`src/rtl/skew_tx_pkg.sv`:
```
// Shared types and constants for the skew stream transmitter.
//   state_e           : controller states (IDLE, RUN, DRAIN)
//   ST_*              : bit positions inside statuses_o
//   STATUS_W / CNT_W  : widths of statuses_o and pair_cnt_o
package skew_tx_pkg;

    typedef enum logic [1:0] {
        IDLE,
        RUN,
        DRAIN
    } state_e;

    localparam int unsigned ST_CLAMP = 0;
    localparam int unsigned ST_RUN   = 1;
    localparam int unsigned ST_DRAIN = 2;
    localparam int unsigned ST_DROP  = 3;

    localparam int unsigned STATUS_W = 8;
    localparam int unsigned CNT_W    = 16;

endpackage

```
`src/rtl/skew_delay_line.sv`:
```
// Programmable delay line for the 2d stream.
// A circular buffer of {vld, data} entries is written once per active cycle.
// The entry written 'delay' cycles earlier is read and registered.
// delay = 0 bypasses the buffer, so the output lags the input by the register stage only.
//   clk, aresetn      : clock, asynchronous active-low reset
//   flush             : clear all valid bits, pointer and output (controller idle)
//   active            : shift enable (controller running or draining)
//   delay             : skew in cycles, 0..DEPTH
//   wr_vld / wr_data  : entry written this cycle
//   rd_vld / rd_data  : registered delayed entry; rd_data = DEFAULT_ELEMENT when !rd_vld
module skew_delay_line
    import skew_tx_pkg::*;
#(
    parameter int unsigned           WIDTH           = 32,
    parameter int unsigned           DEPTH           = 16,
    parameter logic [WIDTH-1:0]      DEFAULT_ELEMENT = '0
) (
    input  logic                         clk,
    input  logic                         aresetn,
    input  logic                         flush,
    input  logic                         active,
    input  logic [$clog2(DEPTH+1)-1:0]   delay,
    input  logic                         wr_vld,
    input  logic [WIDTH-1:0]             wr_data,
    output logic                         rd_vld,
    output logic [WIDTH-1:0]             rd_data
);

    localparam int unsigned PW = (DEPTH > 1) ? $clog2(DEPTH) : 1;
    localparam int unsigned DW = $clog2(DEPTH+1);
    localparam logic [DW:0] DEPTH_X = (DW+1)'(DEPTH);
    localparam logic [PW-1:0] LAST_IDX = PW'(DEPTH - 1);

    logic [WIDTH-1:0] mem_q [DEPTH];
    logic [DEPTH-1:0] mem_vld_q;
    logic [PW-1:0]    wp_q, wp_d;
    logic [DW:0]      wp_ext, delay_ext, rd_sum;
    logic [PW-1:0]    rd_idx;
    logic             sel_vld;
    logic [WIDTH-1:0] sel_data;
    logic             rd_vld_q;
    logic [WIDTH-1:0] rd_data_q;

    always_comb begin
        wp_ext    = (DW+1)'(wp_q);
        delay_ext = {1'b0, delay};
        // DEPTH need not be a power of two, so the modulo is an explicit wrap.
        if (wp_ext >= delay_ext) begin
            rd_sum = wp_ext - delay_ext;
        end else begin
            rd_sum = wp_ext + DEPTH_X - delay_ext;
        end
        rd_idx = rd_sum[PW-1:0];
        wp_d   = (wp_q == LAST_IDX) ? '0 : wp_q + PW'(1);

        // delay == DEPTH reads slot wp before it is overwritten: exactly DEPTH cycles old.
        if (delay == '0) begin
            sel_vld  = wr_vld;
            sel_data = wr_data;
        end else begin
            sel_vld  = mem_vld_q[rd_idx];
            sel_data = mem_q[rd_idx];
        end
    end

    always_ff @(posedge clk or negedge aresetn) begin
        if (!aresetn) begin
            wp_q      <= '0;
            mem_vld_q <= '0;
            rd_vld_q  <= 1'b0;
            rd_data_q <= DEFAULT_ELEMENT;
        end else if (flush) begin
            // Stale entries from an earlier run must never resurface.
            wp_q      <= '0;
            mem_vld_q <= '0;
            rd_vld_q  <= 1'b0;
            rd_data_q <= DEFAULT_ELEMENT;
        end else if (active) begin
            wp_q              <= wp_d;
            mem_vld_q[wp_q]   <= wr_vld;
            rd_vld_q          <= sel_vld;
            rd_data_q         <= sel_vld ? sel_data : DEFAULT_ELEMENT;
        end
    end

    // Payload storage needs no reset: it is qualified by mem_vld_q.
    always_ff @(posedge clk) begin
        if (active && !flush) begin
            mem_q[wp_q] <= wr_data;
        end
    end

    assign rd_vld  = rd_vld_q;
    assign rd_data = rd_data_q;

endmodule

```
`src/rtl/skew_stream_tx.sv`:
```
// Skewed two-stream transmitter. Accepts {1st, 2d} pairs on a valid/ready handshake and
// re-emits them as two valid-only streams, the 2d stream lagging by a programmable delay.
// Optional feature macro: SKEW_TX_PAIR_CNT_EN (enables the pair_cnt_o counter).
//   clk, aresetn             : clock, asynchronous active-low reset
//   enable_i                 : start (1) / stop-and-drain (0) request
//   delay_i                  : skew in cycles, latched on IDLE->RUN, clamped to DEPTH_FIFO
//   data_1st_i, data_2d_i    : input pair
//   vld_i / rdy_o            : pair handshake
//   data_1st_o, vld_1st_o    : 1st stream
//   data_2d_o, vld_2d_o      : delayed 2d stream
//   statuses_o               : {4'b0, DROP, DRAIN, RUN, DELAY_CLAMP}
//   pair_cnt_o               : count of emitted 2d elements (0 when feature disabled)
module skew_stream_tx
    import skew_tx_pkg::*;
#(
    parameter int unsigned           WIDTH_FIFO          = 32,
    parameter int unsigned           DEPTH_FIFO          = 16,
    parameter logic [WIDTH_FIFO-1:0] DEFAULT_ELEMENT_1ST = '0,
    parameter logic [WIDTH_FIFO-1:0] DEFAULT_ELEMENT_2D  = '0
) (
    input  logic                              clk,
    input  logic                              aresetn,
    input  logic                              enable_i,
    input  logic [$clog2(DEPTH_FIFO+1)-1:0]   delay_i,
    input  logic [WIDTH_FIFO-1:0]             data_1st_i,
    input  logic [WIDTH_FIFO-1:0]             data_2d_i,
    input  logic                              vld_i,
    output logic                              rdy_o,
    output logic [WIDTH_FIFO-1:0]             data_1st_o,
    output logic                              vld_1st_o,
    output logic [WIDTH_FIFO-1:0]             data_2d_o,
    output logic                              vld_2d_o,
    output logic [STATUS_W-1:0]               statuses_o,
    output logic [CNT_W-1:0]                  pair_cnt_o
);

    localparam int unsigned DW = $clog2(DEPTH_FIFO+1);
    localparam logic [DW-1:0] DEPTH_D = DW'(DEPTH_FIFO);
    localparam logic [DW-1:0] ONE_D   = DW'(1);

    state_e          state_q, state_d;
    logic [DW-1:0]   delay_q, delay_d;
    logic [DW-1:0]   drain_q, drain_d;
    logic            clamp_q, clamp_d;
    logic            drop_q, drop_d;
    logic            start;
    logic            accept;
    logic            dl_flush, dl_active;

    logic            vld_1st_q;
    logic [WIDTH_FIFO-1:0] data_1st_q;

    assign rdy_o  = (state_q == RUN);
    assign accept = vld_i && rdy_o;

    always_comb begin
        state_d = state_q;
        delay_d = delay_q;
        drain_d = drain_q;
        clamp_d = clamp_q;
        drop_d  = drop_q;
        start   = 1'b0;
        unique case (state_q)
            IDLE: begin
                if (enable_i) begin
                    start   = 1'b1;
                    state_d = RUN;
                    clamp_d = (delay_i > DEPTH_D);
                    delay_d = (delay_i > DEPTH_D) ? DEPTH_D : delay_i;
                    drop_d  = 1'b0;
                end
            end
            RUN: begin
                if (!enable_i) begin
                    state_d = DRAIN;
                    drain_d = delay_q;
                end
            end
            DRAIN: begin
                // Stay D cycles so the last accepted 2d element leaves the delay line.
                if (drain_q <= ONE_D) begin
                    state_d = IDLE;
                end else begin
                    drain_d = drain_q - ONE_D;
                end
            end
            default: state_d = IDLE;
        endcase
        if (vld_i && !rdy_o) begin
            drop_d = 1'b1;
        end
    end

    always_ff @(posedge clk or negedge aresetn) begin
        if (!aresetn) begin
            state_q    <= IDLE;
            delay_q    <= '0;
            drain_q    <= '0;
            clamp_q    <= 1'b0;
            drop_q     <= 1'b0;
            vld_1st_q  <= 1'b0;
            data_1st_q <= DEFAULT_ELEMENT_1ST;
        end else begin
            state_q    <= state_d;
            delay_q    <= delay_d;
            drain_q    <= drain_d;
            clamp_q    <= clamp_d;
            drop_q     <= drop_d;
            vld_1st_q  <= accept;
            data_1st_q <= accept ? data_1st_i : DEFAULT_ELEMENT_1ST;
        end
    end

    assign dl_flush  = (state_q == IDLE);
    assign dl_active = (state_q != IDLE);

    skew_delay_line #(
        .WIDTH           (WIDTH_FIFO),
        .DEPTH           (DEPTH_FIFO),
        .DEFAULT_ELEMENT (DEFAULT_ELEMENT_2D)
    ) u_delay_line (
        .clk     (clk),
        .aresetn (aresetn),
        .flush   (dl_flush),
        .active  (dl_active),
        .delay   (delay_q),
        .wr_vld  (accept),
        .wr_data (data_2d_i),
        .rd_vld  (vld_2d_o),
        .rd_data (data_2d_o)
    );

    assign vld_1st_o  = vld_1st_q;
    assign data_1st_o = data_1st_q;

    always_comb begin
        statuses_o           = '0;
        statuses_o[ST_CLAMP] = clamp_q;
        statuses_o[ST_RUN]   = (state_q == RUN);
        statuses_o[ST_DRAIN] = (state_q == DRAIN);
        statuses_o[ST_DROP]  = drop_q;
    end

`ifdef SKEW_TX_PAIR_CNT_EN
    logic [CNT_W-1:0] cnt_q;

    always_ff @(posedge clk or negedge aresetn) begin
        if (!aresetn) begin
            cnt_q <= '0;
        end else if (start) begin
            cnt_q <= '0;
        end else if (vld_2d_o) begin
            cnt_q <= cnt_q + CNT_W'(1);
        end
    end

    assign pair_cnt_o = cnt_q;
`else
    assign pair_cnt_o = '0;
`endif

endmodule
```
`config.mk`:
```
export PLATFORM = sky130hd
export DESIGN_NAME = skew_stream_tx
export DESIGN_NICKNAME = d
export VERILOG_FILES = /design/src/rtl/skew_tx_pkg.sv /design/src/rtl/skew_delay_line.sv /design/src/rtl/skew_stream_tx.sv
export SDC_FILE = /design/constraint.sdc
export NUM_CORES = 1
export LEC_CHECK = 0
export CAP_MARGIN = 0
export CORE_UTILIZATION = 53
export DETAILED_ROUTE_END_ITERATION = 7
export PLACE_DENSITY = 0.82
export SYNTH_ARGS = -nofsm -noshare
export SYNTH_HDL_FRONTEND = slang
export SYNTH_HIERARCHICAL = 1
export SYNTH_SLANG_ARGS = --single-unit
```
`constraint.sdc`:
```
create_clock -name clk -period 3.6 [get_ports clk]
set_input_delay 0.72 -clock clk [delete_from_list [all_inputs] [get_ports clk]]
set_output_delay 0.72 -clock clk [all_outputs]
set_load 0.01 [all_outputs]
```
-- Yosys cells after proc, flatten, opt, wreduce, memory -nomap -nowiden
Memory sizes are Yosys's and may differ from the RTL's.
Cells that the tools add are included.
- add/sub/neg operators: 5
- equal/unequal tests: 7
- muxes and demuxes: 32
- magnitude comparators: 6
- reduce and logical (&&, ||, !) cells: 17
- operators by type and width (kind ; count):
    32-bit 2-to-1 mux ; 5
    16-bit 2-to-1 mux ; 2
    16-bit bitwise mux ; 1
    4-bit 2-to-1 mux ; 4
    5-bit 2-to-1 mux ; 3
    4-bit by 5-bit < comparator with 1-bit output, second input constant ; 2
    1-bit 2-to-1 mux ; 10
    5-bit one-hot mux with 2 select lines ; 1
    2-bit nonzero test ; 5
    4-bit by 1-bit adder with 4-bit output, second input constant ; 2
    4-bit subtractor ; 2
    2-bit 2-to-1 mux ; 3
    2-bit != test, second input constant ; 3
    2-bit one-hot mux with 3 select lines ; 1
    3-bit AND reduction ; 2
    4-bit by 5-bit >= comparator with 1-bit output ; 1
    5-bit greater-than comparator, second input constant ; 1
    5-bit by 1-bit <= comparator with 1-bit output, second input constant ; 1
    5-bit logical NOT ; 1
    5-bit by 1-bit subtractor with 5-bit output, second input constant ; 1
    1-bit binary-select mux with 4-bit select ; 1
    1-bit demux with 4-bit select ; 1
    4-bit equality test, second input constant ; 1
    4-bit by 1-bit >= comparator with 1-bit output, second input constant ; 1
    7 further kinds ; 12
- bits of input ports: 73
- memories: 1
- word-level logic and storage cells: 79
- output and inout bits: 91
- RAM bits: 512
- flip-flop bits (word level): 100
- memories (name ; depth ; width ; rd ports ; clocked after Yosys merged registers in ; wr ports ; RTL line ; RTL):
    u_delay_line.mem_q ; 16 ; 32 ; 1 ; 0 ; 1 ; skew_delay_line.sv:34 ; logic [WIDTH-1:0] mem_q [DEPTH];

-- Depth between registers and ports, before layout
Gate-level depths: netlist of the first run.
- word-level depth: 9
- depth in mapped cells: 12
- gate-level depth less buffers: 9

-- Hierarchy
Netlist of the first run, hierarchy kept.
- modules (own cells, without submodules) (module ; cells each ; instances ; sequential area each (um2) ; area an instance (um2)):
    skew_delay_line ; 1164 ; 1 ; 16701.0 ; 22176.3
    skew_stream_tx ; 173 ; 1 ; 1176.1 ; 1966.9

-- Worst setup path before layout of the first run
OpenSTA, ideal clock, no wires.
- kind: register -> register
- start: reg state_q[0]
- end: mem u_delay_line.mem_q[0][0] (enable)
- slack: -0.215 ns
- data arrival time: 3.354 ns
- stages on the path, launching flop included: 6
- buffers on the path: 1
- library setup time: 0.461 ns
- cell sequence: dfrtp_1 > nor2_1 > inv_1 > clkbuf_1 > nand2_1 > nor3_1
- cells in the longest elaborated chain, start to end: 5
- elaborated cells between the ends (all ways): 6
- classes of those cells: mux: 2; reduce/logical: 4
- ends and longest elaborated chain (element ; RTL line ; RTL):
    start: declaration ; skew_stream_tx.sv:41 ; state_e state_q, state_d;
    start signal: assignment ; skew_stream_tx.sv:104 ; state_q <= state_d;
    2-bit logical NOT ; skew_stream_tx.sv:114 ; assign dl_flush = (state_q == IDLE);
    net dl_flush ; skew_stream_tx.sv:48 ; logic dl_flush, dl_active;
    1-bit logical NOT ; skew_delay_line.sv:88 ; if (active && !flush) begin
    1-bit logical AND ; skew_delay_line.sv:88 ;
    1-bit 2-to-1 mux ; skew_delay_line.sv:88 ;
    1-bit 2-to-1 mux (implied by the code) ; skew_delay_line.sv:89 ; mem_q[wp_q] <= wr_data;
    end: declaration ; skew_delay_line.sv:34 ;
The timed path passes the listed nets, and every way through them passes these cells.

-- Final worst setup path of the first run
- start: reg u_delay_line.wp_q[0]
- end: reg u_delay_line.rd_data_q[2], in the netlist u_delay_line/rd_data[2]
- cells in the longest elaborated chain, start to end: 9
- elaborated cells between the ends (all ways): 13
- classes of those cells: add/sub: 3; order compare: 1; mux: 8; memory: 1
- ends and longest elaborated chain (element ; RTL line ; RTL):
    start: declaration ; skew_delay_line.sv:36 ; logic [PW-1:0] wp_q, wp_d;
    start signal: assignment ; skew_delay_line.sv:79 ; wp_q <= wp_d;
    4-bit by 1-bit adder with 4-bit output ; skew_delay_line.sv:51 ; rd_sum = wp_ext + DEPTH_X - delay_ext;
    4-bit subtractor ; skew_delay_line.sv:51 ;
    4-bit 2-to-1 mux (*) ; skew_delay_line.sv:48 ; if (wp_ext >= delay_ext) begin
    1-bit binary-select mux with 4-bit select ; skew_delay_line.sv:61 ; sel_vld = mem_vld_q[rd_idx];
    1-bit 2-to-1 mux (implied by the code) ; skew_delay_line.sv:61 ;
    1-bit 2-to-1 mux ; skew_delay_line.sv:57 ; if (delay == '0) begin
    32-bit 2-to-1 mux (*) ; skew_delay_line.sv:82 ; rd_data_q <= sel_vld ? sel_data : DEFAULT_ELEMENT;
    32-bit 2-to-1 mux (*) ; skew_delay_line.sv:78 ; end else if (active) begin
    32-bit 2-to-1 mux (*) ; skew_delay_line.sv:72 ; end else if (flush) begin
    end signal: assignment ; skew_delay_line.sv:82 ;
    end: declaration ; skew_delay_line.sv:42 ; logic [WIDTH-1:0] rd_data_q;
Mark *: on every way between the ends. The rest lies on a longest branch, timed or not. The select of a mux whose other input is x is not followed.
A chain may end at the register's enable or synchronous reset.

==> results of run 1 <==
## final cells by class
cell class	instances	area [um^2]
clock buffers	75	1530
clock inverters	31	359
fillers	2895	16200
inverters	11	41.3
multi-input cells	636	5960
flip-flops and latches	612	17900
well taps	592	741
repair buffers	189	1930
## power breakdown
group | switching [mW] | total (mW) | internal (mW) | leakage (nW)
Sequential | 0.219 | 8.35 | 8.13 | 5.97
Combinational | 6.17 | 11.1 | 4.91 | 3.01
Clock | 2.51 | 6.05 | 3.55 | 0.916
Total | 8.89 | 25.5 | 16.6 | 9.90
## state kept, by name (all words and copies together), names as in the netlist
name and cells:
clamp_q 1, vld_1st_o 1, state_q 2, u_delay_line/wp_q 4
drain_q 5, u_delay_line/rd_vld 1, delay_q 5, data_1st_o 32
drop_q 1, u_delay_line/mem_vld_q 16, u_delay_line/rd_data 32, u_delay_line/mem_q 512
## cell families after synthesis
| group | share of synthesized area [%] |
|---|---|
| and+or+nand+nor | 6.46 |
| other | 0.0155 |
| buffers and inverters | 2.21 |
| muxes | 13.3 |
| xor gates and xnor gates | 0.213 |
| DFF | 74.0 |
| AOI/OAI and AO/OA | 3.16 |
| adders and majority gates | 0.549 |
## worst register-to-register path: stages, from the launching register on
cell	delay [ns]
dfrtp_1	0.38
inv_1	0.15
ha_4	0.15
inv_1	0.04
fa_4	0.89
buf_12	0.25
buf_16	0.33
mux4_2	0.60
nor2_1	0.11
nor2_1	0.05
o22ai_1	0.20
o31ai_1	0.13
## cell usage in the layout (no fill, tap or decap), drive strengths merged, types with 5 or more instances in the layout
cell / n
o41ai: 5
edfxtp: 512
and3: 65
a211oi: 19
ha: 9
o22ai: 23
and2: 6
clkinv: 21
nor3: 9
nor4: 7
bufinv: 8
o21ai: 23
a21oi: 17
buf: 47
nand3: 11
nand4: 8
inv: 11
nor2: 97
mux4: 131
nand2b: 9
conb: 20
nand2: 104
o31ai: 23
clkdlybuf4s50: 142
dfrtp: 100
mux2i: 26
clkbuf: 75
## cells in the mapped netlist, types with 5 or more instances
cell	count	share of area [%]
ha_1	9	0.47
nand2_1	104	1.6
a21oi_1	17	0.35
buf_1	10	0.16
dfrtp_1	100	10
buf_4	28	0.87
nand3_1	10	0.21
nor4_1	6	0.16
and2_1	5	0.13
a211oi_1	18	0.56
nand4_1	8	0.21
o31ai_1	23	0.72
buf_2	18	0.37
edfxtp_1	512	64
mux2i_1	26	1.1
nand2b_1	8	0.21
o21ai_0	21	0.44
o22ai_1	23	0.60
nor2_1	95	1.5
nor3_1	8	0.17
clkbuf_1	41	0.64
and3_1	64	1.7
mux4_2	131	12
inv_1	10	0.16
## final timing paths
path	start	endpoint	slack (ns)	depth (start not counted)
min	aresetn	drain_q[4]$_DFFE_PN0P_	0.13	1
max reg2reg	u_delay_line/wp_q[0]$_DFFE_PN0P_	u_delay_line/rd_data[2]$_DFFE_PN0P_	0.19	11
min in group clk	u_delay_line/rd_data[5]$_DFFE_PN0P_	u_delay_line/rd_data[5]$_DFFE_PN0P_	0.49	2
max	u_delay_line/wp_q[0]$_DFFE_PN0P_	u_delay_line/rd_data[2]$_DFFE_PN0P_	0.19	11
min reg2reg	u_delay_line/rd_data[5]$_DFFE_PN0P_	u_delay_line/rd_data[5]$_DFFE_PN0P_	0.49	2
max in group asynchronous	aresetn	u_delay_line/rd_data[2]$_DFFE_PN0P_	2.69	2
## layer usage
metal | wire length, um | track usage (%)
met4 | 1840 | 8.98
met3 | 6270 | 5.20
met1 | 21200 | 33.6
met2 | 29300 | 43.5
met5 | 12 | 0
## repair_timing
item | in CTS | in global routing
setup endpoints to repair | 0 | 6
setup buffers | 0 | 0
endpoints found under the hold margin | 0 | 0
gates resized for setup | 0 | 1
==> summary.md, run 1 <==
| Metric | Value |
|---|---|
| Sequential area share after synthesis | around 74% |
| PwrDens | between 800 and 900 mW/mm^2 |
| RSZ-0062 raised after global routing | no |
| Initial drt markers | 1850 |
| Critical Path RT | approximately 4.1 ns |
| Hold WS | 0.131 ns |
| Min-delay worst type | input port to asynchronous set/reset pin |
| CP max stage delay | about 0.89 ns |
| Worst-margin pin slew | between 1 and 1.5 ns |
| Min Tclk post-route | 3.41 ns |
| Final Wtd Congestion | just over 0.8 |
| Dpl cell area | about 0.027 mm^2 |
| DR vias/cell | 6.29 |
| Buf+Inv Stages, Crit Path | 4 |
| Hold buffers post-CTS | 0 |
| Leakage power | 9.90 nW |
| Worst-skew pair later-pin latency | 0.61 ns |
| Seq cells post-synth | between 600 and 700 |
| Setup WS pre-CTS | 0.114 ns |
| Site Rows | 77 |
| Fin Clk Skew | around 0.014 ns |
| Total power | between 20 and 30 mW |
| Status | finished clean |
| Synth-to-Final Area Change | 17.8% |
| Avg Cell Area, Syn | 18.1 um^2 |
| CTS tree | built |
| Clock Tree Buf Depth | 3 |
| First-pass detailed-route iteration total | 6 |
| DRC viols | 0 |
| Slew headroom | a little under a third |
| Post-synth EDFFs | roughly 510 |
| Port Buffers | between 100 and 150 |
| Crit-path cells | inv_1 -> ha_4 -> inv_1 -> fa_4 -> buf_12 -> buf_16 -> mux4_2 -> nor2_1 -> nor2_1 -> o22ai_1 -> o31ai_1 |
| Kind of critical path | register to register |
| Kind of cell adding the most delay to the critical path | adder cells |
| Inserted Clock Buffers | 57 |
| Layout cells sized above 1 | 19.0% |
| Die area | 0.0464 mm^2 |
| Final setup TNS | 0 ns |
| Core area | approximately 0.045 mm^2 |
| Clk pin slew, worst setup/hold paths | 0.06 ns |
| Max Slew Vio Count | 0 |
| Die width | roughly 220 um |
| Worst setup EP type | register |
| CP max-delay cell | fa_4 |
| CTS Root Cell | clkbuf_16 |
| Placed cell count | 2041 |
| Nets@finish | ~1600 |
| Tcrit/Tclk final | between 90 and 100% |
| Final Cell Area | ~0.028 mm^2 |
| Worst vdd ir | ~0.00087 V |
| Critical Path Fanout Max | 41 |
| First-pass GRT wire length | roughly 90000 um |
| Pin count of the biggest net entering global routing | 60 |
| Starting Density | 54.1% |
| Hpwl dp | between 30000 and 40000 um |
| Syn Inst Count | 1337 |
| Initial antenna violation count | 2 |
| Finished Core Util | 63.7% |
| FMAX | just under 0.3 GHz |
| Diode count | 0 |
| Critical path launch point type | register |
| Setup WS post-layout | around 0.19 ns |
| Maxcap violations | 0 |
| Ys async rst share | between 15 and 20% |
| WP data arrival | between 3 and 4 ns |
| Final setup viols | 0 |
| H-tree levels | 2 |
| GRT Resource Usage Total | about a quarter |
| Post-synth cell types | 54 |
| Routed wire per std cell | around 27 um |
| Dominant synthesized flop cell | edfxtp_1 |
| Number of global-route vias before repair | approximately 14000 |
| Cell Count, Final, Fillers Out | between 2000 and 2500 |
| Mapped Area | roughly 0.024 mm^2 |
| Final Hold Fails | 0 |
| IO Pins | 164 |
| CTS sink cnt | about 610 |
| DR vias | around 14000 |
| Yosys warns | 6 |
| Final ANT Viol Nets | 0 |
| WL final | between 50000 and 60000 um |
| Die Y | 215 um |
| Gr ovfl total | 0 |
Note: power is estimated with default switching activity, not from simulation.
==> run 2: changes to the inputs <==
--- a/config.mk
+++ b/config.mk
@@ -8,7 +8,9 @@
 export CAP_MARGIN = 0
 export CORE_UTILIZATION = 53
 export DETAILED_ROUTE_END_ITERATION = 7
+export HOLD_SLACK_MARGIN = 0.03
 export PLACE_DENSITY = 0.82
+export RECOVER_POWER = 100
 export SYNTH_ARGS = -nofsm -noshare
 export SYNTH_HDL_FRONTEND = slang
 export SYNTH_HIERARCHICAL = 1
==> run 2 against run 1 <==
Net effect: sequential cell count did not move; the run now ends with max-capacitance violations, max-slew violations left; setup slack worse by 0.11 ns; clock skew increased by 0.0016 ns; die area unchanged; clock power hardly changed; cell count hardly changed; register-to-register slack got worse by 0.11 ns; sequential power about the same; via count rose by 0.21%; highest routed layer unchanged; core utilization fell by 0.34 points; count of clock-buffer cells in the layout unchanged.
==> summary.md, run 2 (synthesized netlist as in run 1, its figures left out) <==
| Metric | Value |
|---|---|
| Final setup TNS | 0 ns |
| GRT Resource Usage Total | 25.8% |
| Finished Core Util | about 63% |
| Site Rows | 77 |
| Critical path launch point type | register |
| Reg2Reg Depth | 10 |
| Pin count of the biggest net entering global routing | 60 |
| Most common cell after layout, fill and taps aside | edfxtp_1 |
| DRC viols | 0 |
| Min Tclk post-route | ~3.5 ns |
| Cells on Worst Hold Path | 2 |
| Final Wtd Congestion | 0.816 |
| Die Y | between 200 and 250 um |
| First-pass detailed-route iteration total | 6 |
| WL final | a little under 60000 um |
| Clock Tree Buf Depth | 3 |
| Leakage power | a little over 10 nW |
| Routed wire per std cell | approximately 27 um |
| Hold WS | 0.480 ns |
| Buf+Inv Stages, Crit Path | 3 |
| Largest register FFs | 512 |
| Final setup viols | 0 |
| Final Cell Area | 0.0283 mm^2 |
| Post-CTS Setup Bufs | 0 |
| Starting Density | 54.1% |
| Die area | 0.0464 mm^2 |
| Initial drt markers | around 1800 |
| CTS sink cnt | slightly above 600 |
| Max Slew Vio Count | 42 |
| Number of global-route vias before repair | 14031 |
| Die width | roughly 220 um |
| Min-delay worst type | register to register |
| Dpl cell area | around 0.027 mm^2 |
| Reg with most FFs | u_delay_line/mem_q |
| RSZ-0062 raised after global routing | no |
| Final ANT Viol Nets | 0 |
| Initial antenna violation count | 2 |
| Worst R2R Start | u_delay_line/wp_q[0]$_DFFE_PN0P_ |
| Final Hold Fails | 0 |
| Critical Path Fanout Max | 33 |
| WP data arrival | about 4.0 ns |
| Critical Path RT | about 4 ns |
| DR vias | about 14000 |
| Maxcap violations | 1 |
| First-pass GRT wire length | 87700 um |
| PwrDens | 898 mW/mm^2 |
| CTS tree | built |
| IO Pins | between 150 and 200 |
| Nets@finish | 1590 |
| Register-to-Register Setup Slack | 0.08 ns |
| Hold buffers post-CTS | 0 |
| Tcrit/Tclk final | 97.8% |
| CP max-delay cell | fa_4 |
| Slew headroom | -75.6% |
| Kind of critical path | register to register |
| Fin Clk Skew | 0.0159 ns |
| Gr ovfl total | 0 |
| Most frequent cells in the layout | edfxtp_1, mux4_2, nand2_1, dlygate4sd3_1, dfrtp_1 |
| CTS Root Cell | clkbuf_16 |
| Worst vdd ir | 0.000868 V |
| CP max stage delay | around 0.89 ns |
| Crit-path cells | inv_1 -> ha_4 -> inv_1 -> fa_4 -> mux4_2 -> mux2i_1 -> nor4_1 -> a311oi_1 -> buf_12 -> o31ai_1 |
| Layout cells sized above 1 | between 15 and 20% |
| Worst Setup EP | u_delay_line/rd_data[2]$_DFFE_PN0P_ |
| Inserted Clock Buffers | 57 |
| Kind of cell adding the most delay to the critical path | adder cells |
| Port Buffers | between 100 and 150 |
| FMAX | approximately 0.28 GHz |
| Hpwl dp | 30900 um |
| Clk pin slew, worst setup/hold paths | roughly 0.060 ns |
| Critical Path Source | u_delay_line/wp_q[0]$_DFFE_PN0P_ |
| Synth-to-Final Area Change | 17.2% |
| Worst setup EP type | register |
| Worst-margin pin slew | 2.63 ns |
| Stages on worst setup path | 10 |
| DR vias/cell | 6.30 |
| Failing checks | max-capacitance violations, max-slew violations |
| Status | complete, but fails checks |
| H-tree levels | 2 |
| Worst-skew pair later-pin latency | ~0.61 ns |
| Critical R2R Capture | u_delay_line/rd_data[2]$_DFFE_PN0P_ |
| Total power | 25.4 mW |
| Cell mode on critical path | inv_1 |
| Core area | 0.0446 mm^2 |
-- run 2: where the power goes --
| part | total [mW] | switching, mW | internal [mW] |
|---|---|---|---|
| Combinational | 11.0 | 6.15 | 4.85 |
| Sequential | 8.34 | 0.211 | 8.13 |
| Clock | 6.05 | 2.50 | 3.55 |
-- run 2: timing repair --
item / 4_1_cts / 5_1_grt
setup endpoints to repair: 0 / 6
gates resized for setup: 0 / 1
hold endpoints to repair: 0 / 0
-- run 2: worst min path at each step --
stage                                                    start                              endpoint  slack, ns
after floorplan                                        aresetn                   clamp_q$_DFFE_PN0P_       0.42
after global placement    u_delay_line/rd_data[25]$_DFFE_PN0P_  u_delay_line/rd_data[25]$_DFFE_PN0P_       0.47
after global routing       u_delay_line/rd_data[5]$_DFFE_PN0P_   u_delay_line/rd_data[5]$_DFFE_PN0P_       0.51
final                      u_delay_line/rd_data[5]$_DFFE_PN0P_   u_delay_line/rd_data[5]$_DFFE_PN0P_       0.48
after CTS                                              aresetn                drain_q[4]$_DFFE_PN0P_       0.14
after detailed placement   u_delay_line/rd_data[5]$_DFFE_PN0P_   u_delay_line/rd_data[5]$_DFFE_PN0P_       0.47
-- run 2: cell type report --
cell class | instances | area, um^2
Clock inverter | 31 | 359
Sequential cell | 612 | 17900
Multi-Input combinational cell | 636 | 5880
Timing Repair Buffer | 189 | 1860
Inverter | 11 | 41.3
Clock buffer | 75 | 1530
Antenna cell | 1 | 2.50
Tap cell | 592 | 741
Fill cell | 2925 | 16300
-- run 2: per-layer routing --
layer / vias to the layer above / share of wire [%] / track usage (%)
met5: - / 0.020 / 0
met4: 2 / 3.5 / 8.98
met3: 175 / 11 / 5.20
met2: 903 / 50 / 43.5
met1: 6886 / 36 / 33.6
li1: 5570 / - / -
-- run 2: stage by stage --
step	std cells	setup WS (ns)
floorplan	1356	-0.215
global placement	2041	0.264
detailed placement	2041	0.114
CTS	2147	0.108
global route	2146	0.00518
finish	2147	0.0794
-- run 2: tightest hold or removal path: stages, from the launching register on --
cell,delay [ns]
dfrtp_1,0.34
nand2_1,0.05
o41ai_1,0.05
